**config.mk**
```make
export PLATFORM = sky130hd
export DESIGN_NAME = weight_loader
export DESIGN_NICKNAME = d
export VERILOG_FILES = /design/src/rtl/cnn_pkg.sv /design/src/rtl/weight_loader.sv
export SDC_FILE = /design/constraint.sdc
export NUM_CORES = 1
export LEC_CHECK = 0
export BUFFER_PORTS_ARGS = -buffer_cell sky130_fd_sc_hd__buf_2
export CAP_MARGIN = 0
export CORE_MARGIN = 2
export CORE_UTILIZATION = 49
export CTS_BUF_LIST = sky130_fd_sc_hd__clkbuf_16
export DETAILED_ROUTE_END_ITERATION = 8
export PLACE_DENSITY_LB_ADDON = 0.15
export SETUP_SLACK_MARGIN = 0.02
export SLEW_MARGIN = 5
export SYNTH_ARGS = -nofsm -noshare
export SYNTH_HDL_FRONTEND = slang
export SYNTH_SLANG_ARGS = --single-unit
```
**constraint.sdc**
```tcl
create_clock -name iCLK -period 2.8 [get_ports iCLK]
set_input_delay 0.42 -clock iCLK [delete_from_list [all_inputs] [get_ports iCLK]]
set_output_delay 0.42 -clock iCLK [all_outputs]
set_load 0.1 [all_outputs]
```
**src/rtl/cnn_pkg.sv**
```systemverilog
// Shared constants and loader FSM state type for the 5x5 conv-kernel weight bank.
// WEIGHT_LOADER_CSUM_EN adds the checksum state CHK to the state type.
package cnn_pkg;

  localparam int N_WEIGHTS   = 25;
  localparam int WEIGHT_W    = 8;
  localparam int BANK_ADDR_W = 5;
  localparam int COUNT_W     = $clog2(N_WEIGHTS + 1);

  // Bank is 1-based; address 0 is never written.
  localparam logic [BANK_ADDR_W-1:0] ADDR_BASE = BANK_ADDR_W'(1);
  localparam logic [COUNT_W-1:0]     LAST_IDX  = COUNT_W'(N_WEIGHTS - 1);

  typedef enum logic [1:0] {
    IDLE = 2'd0,
    LOAD = 2'd1,
`ifdef WEIGHT_LOADER_CSUM_EN
    CHK  = 2'd2,
`endif
    DONE = 2'd3
  } state_t;

endpackage

```
**src/rtl/weight_loader.sv**
```systemverilog
// Turns a valid/ready weight byte stream into 25 single-cycle writes to the kernel bank.
// WEIGHT_LOADER_CSUM_EN: trailing checksum byte compared against the mod-256 weight sum.
module weight_loader
  import cnn_pkg::*;
(
  input  logic                   iCLK,
  input  logic                   iRST,
  input  logic                   iStart,
  input  logic                   iAbort,
  input  logic [WEIGHT_W-1:0]    iData,
  input  logic                   iValid,
  output logic                   oReady,
  output logic                   oWren,
  output logic [BANK_ADDR_W-1:0] oAddr,
  output logic [WEIGHT_W-1:0]    oWeight,
  output logic                   oBusy,
  output logic                   oDone,
  output logic                   oErr,
  output state_t                 oState
);

  // Handshake: a byte transfers on a rising edge where iValid && oReady && !iAbort.
  // oReady depends on state only, never on iValid.

  state_t                 r_state;
  state_t                 w_next;
  logic [COUNT_W-1:0]     r_count;
  logic                   r_wren;
  logic [BANK_ADDR_W-1:0] r_addr;
  logic [WEIGHT_W-1:0]    r_weight;
  logic                   w_ready;
  logic                   w_accept;
  logic                   w_wr;

`ifdef WEIGHT_LOADER_CSUM_EN
  logic [7:0] r_sum;
  logic       r_err;
  logic       w_chk_accept;
`endif

  always_comb begin
    w_next  = r_state;
    w_ready = 1'b0;
    case (r_state)
      IDLE: if (iStart) w_next = LOAD;
      LOAD: begin
        w_ready = 1'b1;
        if (iAbort) w_next = IDLE;
        else if (iValid && r_count == LAST_IDX) begin
`ifdef WEIGHT_LOADER_CSUM_EN
          w_next = CHK;
`else
          w_next = DONE;
`endif
        end
      end
`ifdef WEIGHT_LOADER_CSUM_EN
      CHK: begin
        w_ready = 1'b1;
        if (iAbort) w_next = IDLE;
        else if (iValid) w_next = DONE;
      end
`endif
      DONE:    w_next = IDLE;
      default: w_next = IDLE;
    endcase
  end

  // Abort wins over a same-cycle beat: the byte is dropped.
  assign w_accept = w_ready && iValid && !iAbort;
  assign w_wr     = w_accept && (r_state == LOAD);

  always_ff @(posedge iCLK) begin
    if (iRST) begin
      r_state  <= IDLE;
      r_count  <= '0;
      r_wren   <= 1'b0;
      r_addr   <= '0;
      r_weight <= '0;
    end else begin
      r_state <= w_next;
      r_wren  <= w_wr;
      if (r_state == IDLE && iStart) begin
        r_count <= '0;
      end else if (w_wr) begin
        r_addr   <= ADDR_BASE + BANK_ADDR_W'(r_count);
        r_weight <= iData;
        r_count  <= r_count + 1'b1;
      end
    end
  end

`ifdef WEIGHT_LOADER_CSUM_EN
  assign w_chk_accept = w_accept && (r_state == CHK);

  always_ff @(posedge iCLK) begin
    if (iRST) begin
      r_sum <= '0;
      r_err <= 1'b0;
    end else if (r_state == IDLE && iStart) begin
      r_sum <= '0;
      r_err <= 1'b0;
    end else begin
      if (w_wr) r_sum <= r_sum + iData;
      if (w_chk_accept) r_err <= (iData != r_sum);
    end
  end

  assign oErr = r_err;
`else
  assign oErr = 1'b0;
`endif

  assign oReady  = w_ready;
  assign oWren   = r_wren;
  assign oAddr   = r_addr;
  assign oWeight = r_weight;
  assign oBusy   = (r_state != IDLE);
  assign oDone   = (r_state == DONE);
  assign oState  = r_state;

endmodule

```
Yosys cells after proc, flatten, opt, wreduce, memory -nomap -nowiden
Cells that the tools add are included.
{ "word_totals": {"wordCells": 28, "register_bits": 21, "out_inout_bits": 20} }
{ "classes": {"reduce_logical": 11, "n_mux": 5, "n_addsub": 1, "n_bitwise": 1, "eq_ne": 5} }
{ "op_table": {"columns": ["cell", "n"], "rows": [
  ["$mux W2", 3],
  ["$add A5 B1 Y5 const B", 1],
  ["$eq A5 B5 Y1 const B", 1],
  ["$logic_and A1 B1 Y1", 5],
  ["$pmux W2 S2", 1],
  ["$reduce_and A2 Y1", 2],
  ["$ne A3 B3 Y1 const B", 1],
  ["$eq A2 B1 Y1 const B", 1],
  ["$eq A2 B2 Y1 const B", 1],
  ["$logic_not A2 Y1", 1],
  ["$ne A2 B2 Y1 const B", 1],
  ["$reduce_bool A2 Y1", 1],
  ["$reduce_or A2 Y1", 1],
  ["$logic_not A1 Y1", 1],
  ["$mux W1", 1],
  ["$not A1 Y1", 1]
]} }

Depth between registers and ports, before layout
Gate-level depths: netlist of the first run.
{ "depth": {"depth_word": 6, "mapped_depth": 5, "depth_no_buf": 4} }

Least setup slack after synthesis of the first run
Ideal clock, no wire load.
{ "synth_path": {"kind": "register to output", "from": "register r_state[0], in the netlist oState[0]", "to": "output port oReady", "path_stages_with_launch": 2, "arrival_ns": 2.460, "path_buffers": 0, "required_ns": 2.380, "slack_ns": -0.080, "cell_sequence": "dfxtp_1 > nor2b_1"} }
{ "synth_between": {"elab_chain_cells": 2} }
{ "synth_rtl": {"columns": ["item", "line_no", "rtl"], "rows": [
  ["start, declared", "weight_loader.sv:25", "state_t r_state;"],
  ["start signal, assigned", "weight_loader.sv:81", "r_state <= w_next;"],
  ["$eq A2 B1 Y1", "weight_loader.sv:44", "case (r_state)"],
  ["$mux W1", "weight_loader.sv:44", null],
  ["end, declared", "weight_loader.sv:12", "output logic oReady,"]
]} }
Every way passes these cells.

Worst setup path in the final report of the first run
Ends and elaborated chain as after synthesis.

==> results of run 1 <==
==> flip-flops by register name, summed over array words and instances, names as in the netlist <==
name,flops
r_count,5
oState,2
oAddr,5
oWren,1
oWeight,8
==> Yosys cell counts (all sizes together) <==
cell type	count
nand2	22
dfxtp	21
a21oi	15
buf	5
inv	5
nor2	5
a211oi	3
o21ai	3
or3	3
clkbuf	2
ha	2
nand3	2
nor3	2
xor2	2
a21o	1
and2	1
conb	1
mux2i	1
nand4b	1
nand4bb	1
nor2b	1
nor4bb	1
xnor2	1
==> worst reg2reg max path, delay by kind of cell (launching register included) <==
family                 cells  cell delay (ns)
AOI/OAI and AO/OA          1             0.16
DFF                        1             0.37
buffers and inverters      1             0.22
and+or+nand+nor            2             0.58
==> layout by cell type, fill, tap and decap left out, drive strengths merged <==
master,netlist,routed
a21o,1,1
buf,5,33
ha,2,2
a211oi,3,3
nand4b,1,1
nand2,22,22
xnor2,1,1
nand4bb,1,1
dfxtp,21,21
conb,1,1
nand3,2,2
clkinv,0,1
nor4bb,1,1
o21ai,3,3
nor2,5,5
xor2,2,2
inv,5,5
a21oi,15,15
nor2b,1,1
nor3,2,2
and2,1,1
clkbuf,2,3
mux2i,1,1
or3,3,3
==> path summary, 6_finish.rpt <==
| kind | end | slack, ns | cells after the start |
|---|---|---|---|
| setup / recovery | oReady | 1.10 | 2 |
| hold / removal | oWeight[3] | 0.40 | 3 |
| setup reg to reg | r_count[3] | 1.42 | 4 |
| hold reg to reg | oWeight[4] | 0.45 | 2 |
==> report_power, final <==
part           internal, mW  total (mW)  leakage (nW)  switching [mW]
sequential            0.305       0.310         0.170         0.00425
combinational        0.0201       0.105         0.264          0.0854
clock                 0.192       0.300        0.0409           0.108
total                 0.517       0.715         0.475           0.198
==> area by class of cell <==
class	count	area (um2)
fillers	135	473
flip-flops and latches	21	420
multi-input cells	68	377
repair buffers	33	170
clock buffers	3	75.1
well taps	16	20.0
inverters	5	18.8
clock inverters	1	5.00
==> stage by stage <==
step                std cells  util [%]
finish                    147      69.7
detailed placement        143      64.5
CTS                       147      69.7
floorplan                 101         -
global route              147      69.7
global placement          143      64.5
==> logic make-up after synthesis <==
logic type / after synthesis / synth area share, %
other: 1 / 0.444
AND/OR/NAND/NOR: 39 / 21.6
multiplexers: 1 / 1.19
flip-flops: 21 / 49.8
buffers and inverters: 12 / 6.67
AO/OA/AOI/OAI: 22 / 14.2
XOR/XNOR: 3 / 3.11
adder cells (fa/ha/maj): 2 / 2.96
==> routing by layer <==
layer | routed length (um) | share of wire (%) | GRT usage (%) | vias up
met1 | 797 | 45 | 22.5 | 332
met5 | 0 | 0 | 0 | -
met2 | 864 | 48 | 32.4 | 27
met3 | 107 | 6.0 | 3.97 | 4
li1 | - | - | - | 391
met4 | 21 | 1.2 | 10.6 | 0
==> key figures, run 1 <==
Global routing
  – First-pass GRT wire length: 2820 um
  – Largest net degree at the start of global routing: 21
  – Vias in the first global route: 639
  – All-layer global routing usage: 19.2%
  – Initial antenna violation count: 0
  – Gr ovfl total: 0

Drt
  – DRT Wirelength: about 1800 um
  – WL/cell: 12.2 um
  – Vias after detailed routing: 754
  – DRT Pass-1 Iters: 7
  – Vias per cell: 5.13
  – Final ANT Viol Nets: 0
  – DRC viols: 0
  – DR iter-0 viols: 11

Critical path
  – Slowest stage delay, CP: 0.43 ns
  – Critical Path RT: 2.38 ns
  – Critical Path AT: 1.28 ns
  – Crit path from: oState[0]
  – Reg2Reg Launch Point: oState[1]
  – Crit end category: primary output
  – CP Class: register to primary output
  – Family with the most delay on the worst path: flip-flops
  – WP buf/inv: 1
  – CP Max Fanout: 7
  – Slowest cell on the critical path: dfxtp_1
  – CP Cell Sequence: nor2b_2 > buf_2
  – Worst setup SP type: register

Finish
  – Cell area after layout: 1090 um2
  – Area delta synth->final: 28.6%
  – Fin nets: 147
  – # diodes: 0
  – Layout cells sized above 1: between 20 and 30%

STA
  – Post-layout min period: 1.70 ns
  – Max Clock Freq: 590 MHz
  – Fin Setup TNS: 0 ns
  – Slew Viols, Final: 0
  – Final number of setup-violating endpoints: 0
  – Final Hold Fails: 0
  – Hold Slack: between 0.4 and 0.5 ns
  – Final period util: 60.6%
  – RSZ-0062 raised after global routing: no
  – Final WS setup: between 1 and 1.5 ns
  – Clock Skew: 0.00268 ns

Power and ir drop
  – PwrDens: 658 nW/um2
  – Leak: 0.475 nW
  – Power after layout: just over 0.7 mW
  – Worst vdd ir: 0.433 mV

Status
  – Status: finished, final reports clean

Clock tree
  – Clk_lat worst skew: 0.25 ns
  – H-tree lvl count: 1
  – TritonCTS Buffers: 3
  – CTS tree: yes
  – Setup bufs post-CTS: 0
  – Root Buffer: clkbuf_16
  – Clk sinks: 21
  – Post_cts resized: 0
  – Clock-pin slew on the worst setup and hold paths: 0.06 ns
  – Hold Buf Count CTS: 0
  – Clock tree buffer depth: 2

Die
  – IO Count: 33
  – Die X: 45.5 um
  – Die ar.: 2070 um2
  – Die height: between 40 and 50 um
  – Starting Density: 54.2%
  – Area of the core: ~1600 um2
  – Row Count: 14

Logic synthesis
  – Largest cells by area after synthesis: dfxtp_1, nand2_1, a21oi_1
  – Net Count, Synth: about 120
  – Syn avg cell area: about 8.4 um2
  – Synth warn: 0
  – Yosys top cell area share: 49.8%
  – Post-synth top area cell: dfxtp_1
  – Mapped Cells: about 100
  – Cell Area, Synth: 845 um2
  – Seq/Total Area, Yosys: between 40% and 50%
  – Register bit total from synthesis: 21
  – Synth unique cells: 24

Placed design
  – Post-detail-place hpwl: 1230 um
  – Placement Cell Area: 1010 um2
  – Place WS: 1.25 ns
  – Final Wtd Congestion: roughly 0.8
  – IO buf count: 31

Run
  – Max Cap Viol: 0

Hold path
  – Worst hold start: iData[3]
  – Hold WC Path Type: input pin to register
Power figures use the tool's default switching activity.
==> run 2, diff against run 1 <==
--- a/config.mk
+++ b/config.mk
@@ -8,7 +8,7 @@
 export BUFFER_PORTS_ARGS = -buffer_cell sky130_fd_sc_hd__buf_2
 export CAP_MARGIN = 0
 export CORE_MARGIN = 2
-export CORE_UTILIZATION = 49
+export CORE_UTILIZATION = 41
 export CTS_BUF_LIST = sky130_fd_sc_hd__clkbuf_16
 export DETAILED_ROUTE_END_ITERATION = 8
 export PLACE_DENSITY_LB_ADDON = 0.15
==> constraint.sdc (replaced) <==
create_clock -name iCLK -period 1.4 [get_ports iCLK]
set_input_delay 0.21 -clock iCLK [delete_from_list [all_inputs] [get_ports iCLK]]
set_output_delay 0.21 -clock iCLK [all_outputs]
set_load 0.1 [all_outputs]
==> run 2 against run 1 <==
Compared with the run above:
- via count is 0.93% higher
- setup slack worse by 1.0 ns
- wire length is 2.1% lower
- utilization is 7.5 points lower
- critical path depth is 1 higher
- largest cell class unchanged
- sequential share of layout area is 3.5 points lower
- combinational power is 120% higher
- clock skew is 0.0017 ns lower
- total power is 100% higher
- sequential power is 99% higher
- final cell count is 10% higher
- design area is 12% higher
==> key figures, run 2 (synthesized netlist as in run 1, its figures left out) <==
Status
  – Status: finished, final reports clean

Finish
  – Final Core Density: 62.1%
  – Commonest non-fill, non-tap cell in the layout: buf_2
  – Most frequent cells in the layout: buf_2, nand2_1, dfxtp_1, a21oi_1, buf_4
  – Fin nets: 151
  – Area of the multi-input gates: 393 um2
  – Layout cells sized above 1: 37.8%
  – Largest register FFs: 8
  – # diodes: 0
  – Area delta synth->final: 44.3%
  – FF/Latch Area: 429 um2
  – Fill count: roughly 200

Drt
  – WL/cell: 10.8 um
  – Vias per cell: between 4 and 5
  – DRC viols: 0
  – Vias after detailed routing: 761
  – DRT Pass-1 Iters: 4
  – Final ANT Viol Nets: 0
  – DR iter-0 viols: 19
  – DRT Wirelength: 1750 um

Global routing
  – Initial antenna violation count: 0
  – Vias in the first global route: around 690
  – Gr ovfl total: 0
  – Largest net degree at the start of global routing: 17
  – First-pass GRT wire length: 2970 um
  – All-layer global routing usage: between 15 and 20%

Power and ir drop
  – Sw Ratio: 27.5%
  – Sw power: 0.397 mW
  – PwrDens: 1190 nW/um2
  – Clock group share of total power: 41.3%
  – Worst vdd ir: about 0.71 mV
  – P_int: 1.05 mW
  – Seq pwr share: 42.7%
  – Gate power share: 16.0%
  – Leak: 0.502 nW

Clock tree
  – H-tree lvl count: 1
  – Clk sinks: 21
  – Root Buffer: clkbuf_16
  – Hold Buf Count CTS: 0
  – Clock-pin slew on the worst setup and hold paths: 0.06 ns
  – Clk_lat worst skew: 0.25 ns
  – CTS tree: yes
  – TritonCTS Buffers: 3
  – Clock tree buffer depth: 2

Critical path
  – CP Max Fanout: 7
  – Critical Path RT: 1.19 ns
  – Crit end category: primary output
  – Slowest stage delay, CP: 0.37 ns
  – Critical Path AT: about 1.1 ns
  – CP Class: register to primary output
  – CP Cell Sequence: nor2_2 > clkinvlp_4 > buf_4
  – Slowest cell on the critical path: dfxtp_4
  – Worst setup SP type: register

STA
  – Final number of setup-violating endpoints: 0
  – Final period util: 94.3%
  – Clock Skew: 0.000958 ns
  – Slew Viols, Final: 0
  – RSZ-0062 raised after global routing: no
  – Final Hold Fails: 0
  – Fin Setup TNS: 0 ns
  – Max Clock Freq: 758 MHz
  – Post-layout min period: 1.32 ns

Placed design
  – Final Wtd Congestion: roughly 0.75
  – Post-detail-place hpwl: 1270 um
  – IO buf count: 31

Die
  – Area of the core: 1960 um2
  – Starting Density: a little over two fifths
  – Die X: approximately 49 um
  – IO Count: 33
  – Die height: 49.4 um
  – Die ar.: 2440 um2
  – Row Count: 16

Hold path
  – Hold WC Path Type: input pin to register

Run
  – Max Cap Viol: 0
## run 2: worst paths after layout
kind                                 start         end  slack [ns]  cells after the start
worst max-delay path             oState[0]       oBusy        0.08                      3
worst min-delay path              iData[4]  oWeight[4]        0.19                      3
worst max register to register   oState[1]  r_count[4]        0.12                      3
worst min register to register  oWeight[1]  oWeight[1]        0.45                      2
## run 2: repair_timing
action,4_1_cts,5_1_grt
pin swaps,0,0
buffers inserted,0,2
resized for setup,2,3
gates cloned,0,0
setup endpoints to repair,1,4
hold endpoints to repair,0,0
## run 2: power groups by stage
stage               clock network, mW  registers, mW  logic, mW
finish                          0.597          0.618      0.231
global route                    0.645          0.620      0.242
CTS                             0.612          0.617      0.227
detailed placement                  0          0.630      0.225
global placement                    0          0.630      0.223
floorplan                           0          0.717     0.0875
## run 2: area by class of cell
cell class	instances	area share, %
Multi-Input combinational cell	68	32.2
Timing Repair Buffer	37	21.4
Sequential cell	21	35.2
Clock inverter	1	0.411
Clock buffer	3	6.16
Inverter	5	1.85
Tap cell	27	2.77
## run 2: worst max-delay path: cells and delay by family (launching register included)
kind / cells / cell delay (ns)
flip-flops: 1 / 0.37
AND/OR/NAND/NOR: 1 / 0.17
buffers and inverters: 2 / 0.32
## run 2: layer usage
metal / wire, um / vias to the layer above / GRT usage [%]
met5: 0 / - / 0
met4: 21 / 0 / 6.94
met3: 125 / 2 / 3.68
met2: 779 / 23 / 24.5
met1: 827 / 336 / 20.3
li1: - / 400 / -
## run 2: metrics by stage
stage / worst slack, ns / total power [mW] / instances / area (um2) / hold WS (ns)
global placement: 0.128 / 0.853 / 156 / 1100 / 0.439
floorplan: 0.0226 / 0.805 / 101 / 865 / 0.346
detailed placement: 0.113 / 0.855 / 156 / 1100 / 0.446
CTS: 0.0777 / 1.46 / 160 / 1180 / 0.190
finish: 0.0804 / 1.45 / 162 / 1220 / 0.190
global route: 0.0212 / 1.51 / 162 / 1220 / 0.203
==> run 3, diff against run 2 <==
--- a/config.mk
+++ b/config.mk
@@ -7,6 +7,7 @@
 export LEC_CHECK = 0
 export BUFFER_PORTS_ARGS = -buffer_cell sky130_fd_sc_hd__buf_2
 export CAP_MARGIN = 0
+export CORE_ASPECT_RATIO = 1.2
 export CORE_MARGIN = 2
 export CORE_UTILIZATION = 41
 export CTS_BUF_LIST = sky130_fd_sc_hd__clkbuf_16
==> run 3 against run 2 <==
Compared with the run above:
- wire length up 4.6%
- sequential share of layout area up 0.63 points
- design area down 2.1%
- non-clock buffer count down 1
- clock power about the same
- via count down 0.66%
==> key figures, run 3 (synthesized netlist as in run 1, its figures left out) <==
Status
  – Status: finished, final reports clean

Die
  – Starting Density: between 40 and 50%
  – Row Count: 18
  – Die X: 45.4 um
  – Die height: 53.7 um
  – Area of the core: 2000 um2
  – IO Count: 33
  – Die ar.: 2440 um2

Power and ir drop
  – PwrDens: approximately 1200 nW/um2
  – Power after layout: 1.45 mW
  – Leak: roughly 0.5 nW
  – Worst vdd ir: 0.792 mV

Hold path
  – Worst hold start: iData[1]
  – Hold WC Path Type: input pin to register
  – WHS Endpoint: oWeight[1]
  – WHS Path Cells: 3

Drt
  – DRC viols: 0
  – WL/cell: 11.9 um
  – DRT Pass-1 Iters: 4
  – Vias after detailed routing: between 700 and 800
  – Vias per cell: 4.91
  – Final ANT Viol Nets: 0
  – DR iter-0 viols: 9
  – DRT Wirelength: 1830 um

Clock tree
  – Clock-pin slew on the worst setup and hold paths: 0.06 ns
  – Hold Buf Count CTS: 0
  – Clock tree buffer depth: 2
  – H-tree lvl count: 1
  – TritonCTS Buffers: 3
  – Clk_lat worst skew: 0.25 ns
  – Clk sinks: 21
  – Root Buffer: clkbuf_16
  – CTS tree: yes

Placed design
  – Place WS: between 0.08 and 0.09 ns
  – Placed cell count: 148
  – Final Wtd Congestion: 0.730
  – Post-detail-place hpwl: 1330 um
  – IO buf count: 31

Finish
  – # diodes: 0
  – Layout cells sized above 1: 35.1%
  – Commonest non-fill, non-tap cell in the layout: buf_2
  – Area delta synth->final: 41.3%
  – Fin nets: 150
  – Largest register FFs: 8
  – Non-filler instance count after layout: 154
  – Most frequent cells in the layout: buf_2, nand2_1, dfxtp_1, a21oi_1, buf_4

Critical path
  – Worst reg2reg path depth: 3
  – CP Class: register to register
  – Crit path from: oState[1]
  – Reg2Reg Launch Point: oState[1]
  – Crit end category: register
  – FF-to-FF End: r_count[4]
  – CP Max Fanout: 7
  – Flop2flop setup slack: ~0.076 ns
  – Worst setup SP type: register
  – Critical Path RT: roughly 1.6 ns
  – Critical Path AT: 1.51 ns

STA
  – Max Clock Freq: 755 MHz
  – Fin Setup TNS: 0 ns
  – Final Hold Fails: 0
  – Final period util: 94.6%
  – Clock Skew: 0.00109 ns
  – Slew Viols, Final: 0
  – Post-layout min period: 1.32 ns
  – Hold Slack: 0.198 ns
  – RSZ-0062 raised after global routing: no
  – Final number of setup-violating endpoints: 0
  – Final WS setup: 0.0756 ns

Global routing
  – All-layer global routing usage: 15.8%
  – Initial antenna violation count: 0
  – Largest net degree at the start of global routing: 18
  – Vias in the first global route: about 670
  – Gr ovfl total: 0
  – First-pass GRT wire length: 2770 um

Run
  – Max Cap Viol: 0
-- run 3: how the worst max path moves through the flow --
stage | to | slack, ns
global route | oAddr[4] | 0.03
floorplan | r_count[4] | 0.02
detailed placement | r_count[4] | 0.08
global placement | r_count[3] | 0.13
finish | r_count[4] | 0.08
CTS | oBusy | 0.07
-- run 3: critical path, cell delays in order (launching register included) --
cell and delay (ns):
dfxtp_4 0.38, nand4bb_1 0.33, or3_1 0.42, a21oi_1 0.14
-- run 3: cell type report --
cell class                      count  area, um2
Inverter                            5       22.5
Clock buffer                        3       75.1
Tap cell                           20       25.0
Clock inverter                      1       5.00
Timing Repair Buffer               36        253
Sequential cell                    21        428
Multi-Input combinational cell     68        385
Fill cell                         191        811
-- run 3: what timing repair did --
action	in CTS	in global routing
endpoints found under the hold margin	0	0
buffers inserted	0	2
setup endpoints to repair	1	2
resized for setup	2	0
-- run 3: per-stage QoR --
stage | instance area [um2] | utilization, %
2_1_floorplan | 865 | -
3_3_place_gp | 1080 | 53.9
3_5_place_dp | 1080 | 53.9
4_1_cts | 1170 | 58.2
6_report | 1190 | 59.6
5_1_grt | 1190 | 59.6
-- run 3: power by group --
group          total (mW)  internal, mW  switching, mW  leakage, nW
Sequential          0.617         0.608        0.00900        0.171
Clock               0.600         0.383          0.216       0.0409
Combinational       0.230        0.0552          0.175        0.287
-- run 3: layer usage --
metal / wire length (um) / up-vias / global-route usage (%) / share of wire [%]
met4: 12 / 0 / 8.82 / 0.65
li1: - / 398 / - / -
met5: 0 / - / 0 / 0
met2: 887 / 19 / 25.1 / 48
met1: 853 / 337 / 19.7 / 47
met3: 79 / 2 / 3.02 / 4.3
